## src/rtl/instr_pkg.sv

```systemverilog
// Shared definitions for the instruction encoder: field positions, format and
// condition codes, and the load-sequencer state type.
package instr_pkg;

    localparam int COND_HI = 15;
    localparam int COND_LO = 14;
    localparam int OPC_HI  = 13;
    localparam int OPC_LO  = 10;
    localparam int DEST_HI = 9;
    localparam int DEST_LO = 7;
    localparam int SRC1_HI = 6;
    localparam int SRC1_LO = 4;
    localparam int SRC2_HI = 3;
    localparam int SRC2_LO = 1;
    localparam int IMM_HI  = 6;
    localparam int IMM_LO  = 0;

    typedef enum logic {
        FMT_REG = 1'b0,
        FMT_IMM = 1'b1
    } fmt_t;

    localparam logic [1:0] CC_AL = 2'b00;
    localparam logic [1:0] CC_EQ = 2'b01;
    localparam logic [1:0] CC_GE = 2'b10;
    localparam logic [1:0] CC_LT = 2'b11;

    typedef enum logic [2:0] {
        ST_IDLE  = 3'd0,
        ST_LOAD  = 3'd1,
        ST_DRAIN = 3'd2,
        ST_DONE  = 3'd3,
        ST_ERR   = 3'd4
    } enc_state_t;

endpackage

```

## src/rtl/instr_pack.sv

```systemverilog
// Combinational field packer producing one 16-bit instruction word; kept
// separate so assembler-side logic can reuse the exact same layout.
module instr_pack
    import instr_pkg::*;
(
    input  logic        fmt,
    input  logic [1:0]  cond,
    input  logic [3:0]  opcode,
    input  logic [2:0]  dest,
    input  logic [2:0]  src1,
    input  logic [2:0]  src2,
    input  logic [6:0]  imm,
    output logic [15:0] word
);

    always_comb begin
        word = '0;
        word[COND_HI:COND_LO] = cond;
        word[OPC_HI:OPC_LO]   = opcode;
        word[DEST_HI:DEST_LO] = dest;
        if (fmt == FMT_IMM) begin
            word[IMM_HI:IMM_LO] = imm;
        end else begin
            word[SRC1_HI:SRC1_LO] = src1;
            word[SRC2_HI:SRC2_LO] = src2;
            word[0]               = 1'b0;
        end
    end

endmodule

```

## src/rtl/instr_encoder.sv

```systemverilog
// Program loader: packs field tuples into words and streams them into
// instruction memory. Optional trailer checksum word: INSTR_ENC_CHECKSUM_EN.
//
// state | meaning
// ------+---------------------------------------------------------------
// IDLE  | waiting for start; outputs quiet
// LOAD  | accepting tuples, one registered write slot toward memory
// DRAIN | last word (and optional trailer) still in flight
// DONE  | session completed; count and checksum held
// ERR   | address space exhausted before in_last; count and checksum held
module instr_encoder
    import instr_pkg::*;
#(
    parameter int ADDR_W = 8,
    parameter int WORD_W = 16
) (
    input  logic              clk,
    input  logic              rst,
    input  logic              start,
    input  logic [ADDR_W-1:0] base_addr,
    input  logic              in_valid,
    output logic              in_ready,
    input  logic              in_last,
    input  logic              in_fmt,
    input  logic [1:0]        in_cond,
    input  logic [3:0]        in_opcode,
    input  logic [2:0]        in_dest,
    input  logic [2:0]        in_src1,
    input  logic [2:0]        in_src2,
    input  logic [6:0]        in_imm,
    output logic              imem_we,
    input  logic              imem_ready,
    output logic [ADDR_W-1:0] imem_addr,
    output logic [WORD_W-1:0] imem_wdata,
    output logic              busy,
    output logic              done,
    output logic              err_ovf,
    output logic [ADDR_W:0]   word_count,
    output logic [15:0]       checksum
);

`ifdef INSTR_ENC_CHECKSUM_EN
    localparam bit CSUM_EN = 1'b1;
`else
    localparam bit CSUM_EN = 1'b0;
`endif

    localparam logic [ADDR_W-1:0] ADDR_MAX = '1;

    enc_state_t        state_q, state_d;
    logic [ADDR_W-1:0] addr_next_q, addr_next_d;
    logic              we_q, we_d;
    logic [ADDR_W-1:0] addr_q, addr_d;
    logic [WORD_W-1:0] wdata_q, wdata_d;
    logic [ADDR_W:0]   count_q, count_d;
    logic [15:0]       csum_q, csum_d;
    logic              ovf_q, ovf_d;
    logic              trailer_q, trailer_d;

    logic [15:0] pack_word;
    logic        in_ready_c;
    logic        accept;
    logic        complete;
    logic        at_max;

    instr_pack u_pack (
        .fmt    (in_fmt),
        .cond   (in_cond),
        .opcode (in_opcode),
        .dest   (in_dest),
        .src1   (in_src1),
        .src2   (in_src2),
        .imm    (in_imm),
        .word   (pack_word)
    );

    always_comb begin
        state_d     = state_q;
        addr_next_d = addr_next_q;
        we_d        = we_q;
        addr_d      = addr_q;
        wdata_d     = wdata_q;
        count_d     = count_q;
        csum_d      = csum_q;
        ovf_d       = ovf_q;
        trailer_d   = trailer_q;

        complete   = we_q && imem_ready;
        in_ready_c = (state_q == ST_LOAD) && (!we_q || imem_ready);
        accept     = in_valid && in_ready_c;
        at_max     = (addr_next_q == ADDR_MAX);

        // The trailer itself never folds back into the running checksum.
        if (complete) begin
            we_d    = 1'b0;
            count_d = count_q + 1'b1;
            if (CSUM_EN && !trailer_q) begin
                csum_d = csum_q ^ wdata_q;
            end
        end

        case (state_q)
            ST_IDLE, ST_DONE, ST_ERR: begin
                if (start) begin
                    state_d     = ST_LOAD;
                    addr_next_d = base_addr;
                    count_d     = '0;
                    csum_d      = '0;
                    ovf_d       = 1'b0;
                    trailer_d   = 1'b0;
                end
            end
            ST_LOAD: begin
                if (accept) begin
                    we_d        = 1'b1;
                    addr_d      = addr_next_q;
                    wdata_d     = pack_word;
                    addr_next_d = addr_next_q + 1'b1;
                    // Last address taken: no room for more data or a trailer.
                    if (at_max && (!in_last || CSUM_EN)) begin
                        ovf_d = 1'b1;
                    end
                    if (in_last || at_max) begin
                        state_d = ST_DRAIN;
                    end
                end
            end
            ST_DRAIN: begin
                if (complete) begin
                    if (ovf_q) begin
                        state_d = ST_ERR;
                    end else if (CSUM_EN && !trailer_q) begin
                        we_d      = 1'b1;
                        addr_d    = addr_next_q;
                        wdata_d   = csum_q ^ wdata_q;
                        trailer_d = 1'b1;
                    end else begin
                        state_d = ST_DONE;
                    end
                end
            end
            default: state_d = ST_IDLE;
        endcase
    end

    always_ff @(posedge clk) begin
        if (rst) begin
            state_q     <= ST_IDLE;
            addr_next_q <= '0;
            we_q        <= 1'b0;
            addr_q      <= '0;
            wdata_q     <= '0;
            count_q     <= '0;
            csum_q      <= '0;
            ovf_q       <= 1'b0;
            trailer_q   <= 1'b0;
        end else begin
            state_q     <= state_d;
            addr_next_q <= addr_next_d;
            we_q        <= we_d;
            addr_q      <= addr_d;
            wdata_q     <= wdata_d;
            count_q     <= count_d;
            csum_q      <= csum_d;
            ovf_q       <= ovf_d;
            trailer_q   <= trailer_d;
        end
    end

    assign in_ready   = in_ready_c;
    assign imem_we    = we_q;
    assign imem_addr  = addr_q;
    assign imem_wdata = wdata_q;
    assign busy       = (state_q == ST_LOAD) || (state_q == ST_DRAIN);
    assign done       = (state_q == ST_DONE);
    assign err_ovf    = (state_q == ST_ERR);
    assign word_count = count_q;
    assign checksum   = csum_q;

endmodule

```

## config.mk

```make
export PLATFORM = sky130hd
export DESIGN_NAME = instr_encoder
export DESIGN_NICKNAME = d
export VERILOG_FILES = /design/src/rtl/instr_pkg.sv /design/src/rtl/instr_pack.sv /design/src/rtl/instr_encoder.sv
export SDC_FILE = /design/constraint.sdc
export NUM_CORES = 1
export LEC_CHECK = 0
export CORE_MARGIN = 2
export CORE_UTILIZATION = 43
export CTS_CLUSTER_DIAMETER = 120
export DETAILED_ROUTE_END_ITERATION = 12
export GPL_TIMING_DRIVEN = 0
export MAX_ROUTING_LAYER = met4
export PLACE_DENSITY = 0.9
export SLEW_MARGIN = 20
export SYNTH_ARGS = -nofsm -noshare
export SYNTH_HDL_FRONTEND = slang
export SYNTH_SLANG_ARGS = --single-unit
export TNS_END_PERCENT = 10
```

## constraint.sdc

```tcl
create_clock -name clk -period 2.2 [get_ports clk]
set_input_delay 0.22 -clock clk [delete_from_list [all_inputs] [get_ports clk]]
set_output_delay 0.22 -clock clk [all_outputs]
set_load 0.05 [all_outputs]
```

=== Word-level counts from Yosys, hierarchy flattened ===
Index checks and enable logic that the tools add are counted.

* Flip-flop bits (word level): 46
* Input port bits: 37
* Output and inout port bits: 54
* Word-level logic and storage cells: 55

* $add $sub $neg: 2
* Equality and inequality tests: 10
* Muxes and demuxes: 20
* Reductions and logical operators: 16

{| class="wikitable"
|+ Operators with widths
! cell !! count
|-
| $mux 9 || 3
|-
| $mux 8 || 2
|-
| $pmux 8 s2 || 1
|-
| $mux 3 || 5
|-
| $add 9x1->9 const B || 1
|-
| $pmux 3 s3 || 1
|-
| $add 8x1->8 const B || 1
|-
| $eq 8x8->1 const B || 1
|-
| $reduce_and 4->1 || 2
|-
| $mux 7 || 1
|-
| $eq 3x2->1 const B || 2
|-
| $mux 1 || 6
|-
| $ne 2x2->1 const B || 3
|-
| $logic_and 1x1->1 || 4
|-
| $ne 2x1->1 const B || 2
|-
| $eq 3x1->1 const B || 1
|-
| $eq 3x3->1 const B || 1
|-
| $logic_not 3->1 || 1
|-
| $logic_or 1x1->1 || 3
|-
| $reduce_and 3->1 || 1
|-
| $reduce_or 3->1 || 1
|-
| $logic_not 1->1 || 2
|-
| $pmux 1 s2 || 1
|-
| $reduce_and 2->1 || 1
|-
| $reduce_bool 2->1 || 1
|}

=== Longest topological paths before layout ===
* Depth in word-level cells: 6
* Mapped depth: 7
* Mapped depth without buffers: 5

=== Modules after synthesis ===
From an unflattened synthesis, not the netlist that was laid out.

* Cell total of the unflattened synthesis: 292
* Area total of the unflattened synthesis: 2401.1 µm²

{| class="wikitable"
|+ By module, submodules not included
! module !! instances !! cells an instance !! area each (µm²) !! seq. area each (µm²)
|-
| instr_encoder || 1 || 275 || 2224.6 || 920.9
|-
| instr_pack || 1 || 17 || 176.4 || 0.0
|}

=== Worst setup path before layout ===
OpenSTA, ideal clock, no wires.

* Path kind: reg2reg
* From: register state_q[1]
* To: register ovf_q
* Arrival: 1765 ps
* Data required time: 2128 ps
* Setup slack: 363 ps
* Stages on the path, launching flop included: 7
* Path buffers: 2
* Clock period less this slack: 1837 ps
* Path through: dfxtp_1 > buf_2 > and3b_1 > o21ai_0 > buf_2 > a211o_1 > a21oi_1

{| class="wikitable"
|+ RTL lines
! what !! RTL line !! source
|-
| start, declared || instr_encoder.sv:50 || <nowiki>enc_state_t state_q, state_d;</nowiki>
|-
| start signal, assigned || instr_encoder.sv:158 || <nowiki>state_q <= state_d;</nowiki>
|-
| $eq 3x2->1 * || -- ||
|-
| net done || instr_encoder.sv:36 || <nowiki>output logic done,</nowiki>
|-
| $reduce_or 3->1 * || instr_encoder.sv:102 || <nowiki>case (state_q)</nowiki>
|-
| $ne 2x2->1 (no source line) / $reduce_bool 2->1 (equally long branches) || -- ||
|-
| $reduce_and 4->1 (no source line) || -- ||
|-
| end signal, assigned || instr_encoder.sv:165 || <nowiki>ovf_q <= ovf_d;</nowiki>
|-
| end, declared || instr_encoder.sv:57 || <nowiki>logic ovf_q, ovf_d;</nowiki>
|}

Mark *: on every way through the listed nets, which the timed path passes. The rest lies on a longest branch.
A chain may end at the register's enable or synchronous reset.

=== Final worst setup path ===
* From: register state_q[1]
* To: output done

* Cells in the longest elaborated chain, start to end: 1

{| class="wikitable"
|+ Ends and longest elaborated chain
! what !! RTL line !! source
|-
| $eq 3x2->1 || instr_encoder.sv:175 || <nowiki>assign done = (state_q == ST_DONE);</nowiki>
|-
| end, declared || instr_encoder.sv:36 ||
|}

No other way between the ends.

==> reports/metrics.cfg <==
[place]
globalplace.congestion = 0.9506
hpwl_um = 4302
pre_cts_ws_ns = 0.03813
io_buffer_count = 72

[synthesis]
avgSynthCellArea_um2 = 8.144
yosysWarnings = 0
ys_seq_area_frac = 0.4112
synth_seq_cells = 46
syn_inst = 275
synthSimpleGateAreaFrac = 0.2369
synthMuxAreaShare = 0.02682
synth_edf_count = 0
synth_xor_area_frac = 0.03520
synth_compound_area_frac = 0.1832
synthAdderAreaFrac = 0.01117
synth_cell_types = 47
synthArstFlopShare = 0
syn_area_um2 = 2240
ys.flop_type = dfxtp_1
synth_top_family_by_area = simple AND/OR/NAND/NOR gates

[detailed_routing]
first_pass_iters = 4
drtAntennaViolNets = 0
drt-total-wl_um = 5798
drcViolationCount = 0
wire_per_inst_um = 13.18
vias = 2273
viasPerCell = 5.166
drt_iter0_markers = 233

[cells_and_area]
mostFrequentLayoutCells = clkdlybuf4s50_1 (70), nand2_1 (59), dfxtp_1 (46)
drive_gt1_frac = 0.1027
final_nets = 408
fin_util = 0.6292
final_common_cell = clkdlybuf4s50_1
syn2layout_area_growth_pct = 42.57
antennaDiodeCount = 0

[clock_network]
clock_latency_ns = 0.30
cts-root-buf = clkbuf_8
clock-sinks = 46
cts_setup_buffers = 0
numCtsBuffers = 5
clock_path_buffers = 2
clk_pin_slew_ns = 0.09
h-tree-depth = 2
ctsHoldBuffers = 0
tritoncts = yes

[critical_path]
worst-path-buf-inv = 2
worst-path-max-fanout = 10
critical_path_arrival_ns = 1.90
cp_cell_sequence = buf_2 -> and3b_1 -> clkdlybuf4s50_1
end_kind = output port
worstSetupPathType = reg -> out
slowest_delay_ns = 0.81
cp.required_ns = 1.98
cp_top_family = buffers and inverters
cp-start-kind = register
slowest_stage = clkdlybuf4s50_1

[floorplan]
die_area_um2 = 5802
start_util = 0.4413
ios = 91
die_x_um = 76.17
core_area_um2 = 5075
die-height_um = 76.17
rows = 26

[power]
powerDensity_nw_per_um2 = 608.7
cellLeakagePower_nw = 1.222
p_seq_frac = 0.466
p_comb_frac = 0.258
p_sw_frac = 0.3219
internal-power_w = 0.001318
fin_total_pwr_w = 0.001944
p_clk_frac = 0.276
vdd_ir_drop_max_uv = 394.1
p_sw_w = 0.0006256

[timing]
skew_ns = 0.008640
slew_headroom = 0.5831
timing.hold.ws_ns = 0.3666
fmax_mhz = 472.2
timing.setup.tns_ns = 0
final_hold_viol_count = 0
period_needed_ns = 2.118
finalSetupViolCount = 0
maxSlewViolCount = 0
fin_crit_sh = 0.9626
worst_pin_slew_ns = 0.6173
rsz0062_at_grt = false
setup_ws_ns = 0.08217

[job]
cap_violations = 0

[grt]
antenna_found_initial = 0
grt_use_total = 0.1974
overflow = 0
grt_first_pass_wirelength_um = 9218
grt_pass1_vias = 2076
grt_max_degree = 14

[hold_path]
min_path_type = in -> reg

[outcome]
status = completed

==> worst register-to-register path, stage by stage (launching register included) <==
cell     delay, ns
dfxtp_1       0.32
buf_2         0.18
nor3b_2       0.25
buf_2         0.26
nand3_2       0.24
a22o_1        0.26
a32o_1        0.26
==> through the flow <==
| stage | instances | instance area [um^2] |
|---|---|---|
| 6_report | 440 | 3193 |
| 5_1_grt | 440 | 3193 |
| 4_1_cts | 440 | 3196 |
| 3_5_place_dp | 432 | 3104 |
| 3_3_place_gp | 432 | 3104 |
| 2_1_floorplan | 290 | 2296 |
==> power by group through the flow <==
stage	logic [W]	registers [W]	clock network, W
floorplan	0.000271	0.000988	0
global placement	0.000493	0.000921	0
detailed placement	0.000501	0.000923	0
CTS	0.000501	0.000904	0.000549
global route	0.000534	0.000910	0.000569
finish	0.000502	0.000905	0.000537
==> synthesized netlist by cell type, drive strengths merged (3+ instances only) <==
cell type	n	area share
a211oi	6	0.020
a21oi	25	0.056
a221oi	3	0.012
a31o	3	0.012
and2	4	0.011
and3	4	0.011
buf	27	0.077
clkbuf	7	0.012
dfxtp	46	0.41
inv	3	0.0050
mux2i	6	0.027
nand2	59	0.099
nand3	7	0.018
nand3b	3	0.010
nand4	3	0.0084
nor2	18	0.030
nor3	4	0.0089
o22ai	3	0.0084
o31ai	4	0.013
xnor2	5	0.020
xor2	4	0.016
==> registers in the layout, indices dropped and copies added, names as in the netlist <==
| register | flops |
|---|---|
| imem_wdata | 16 |
| word_count | 9 |
| addr_next_q | 8 |
| imem_addr | 8 |
| state_q | 3 |
| imem_we | 1 |
| ovf_q | 1 |
==> area by class of cell <==
type / instances / area, um^2
Fill cell: 453 / 1882
Multi-Input combinational cell: 207 / 1165
Sequential cell: 46 / 920.9
Timing Repair Buffer: 72 / 718.2
Buffer: 34 / 198.9
Tap cell: 70 / 87.58
Clock buffer: 7 / 86.33
Inverter: 3 / 11.26
Clock inverter: 1 / 5.005
==> cells by family after synthesis <==
group / count (synthesis)
other: 1
and+or+nand+nor: 113
DFF: 46
buffers and inverters: 37
xor gates and xnor gates: 9
muxes: 6
adders and majority gates: 2
AOI/OAI and AO/OA: 61
==> metal layers <==
layer	wire length [um]	GRT usage	vias up	part of all wire
li1	-	-	1117	-
met1	2421	0.2316	1039	0.42
met2	2806	0.3339	105	0.48
met3	461	0.04621	12	0.080
met4	108	0.06727	0	0.019
met5	0	-	-	0
==> timing repair <==
action / 4_1_cts / 5_1_grt
cloned: 0 / 0
endpoints found under the hold margin: 0 / 0
setup endpoints to repair: 1 / 2
pin swaps: 0 / 0
resized for setup: 2 / 2
==> final timing paths <==
kind / cells past startpoint / slack, ns / endpoint / from
hold / removal: 2 / 0.37 / state_q[0] / rst
setup reg to reg: 6 / 0.32 / addr_next_q[7] / state_q[1]
setup / recovery: 3 / 0.08 / done / state_q[1]
hold reg to reg: 2 / 0.45 / imem_addr[5] / imem_addr[5]
Note: power is estimated with default switching activity, not from simulation.
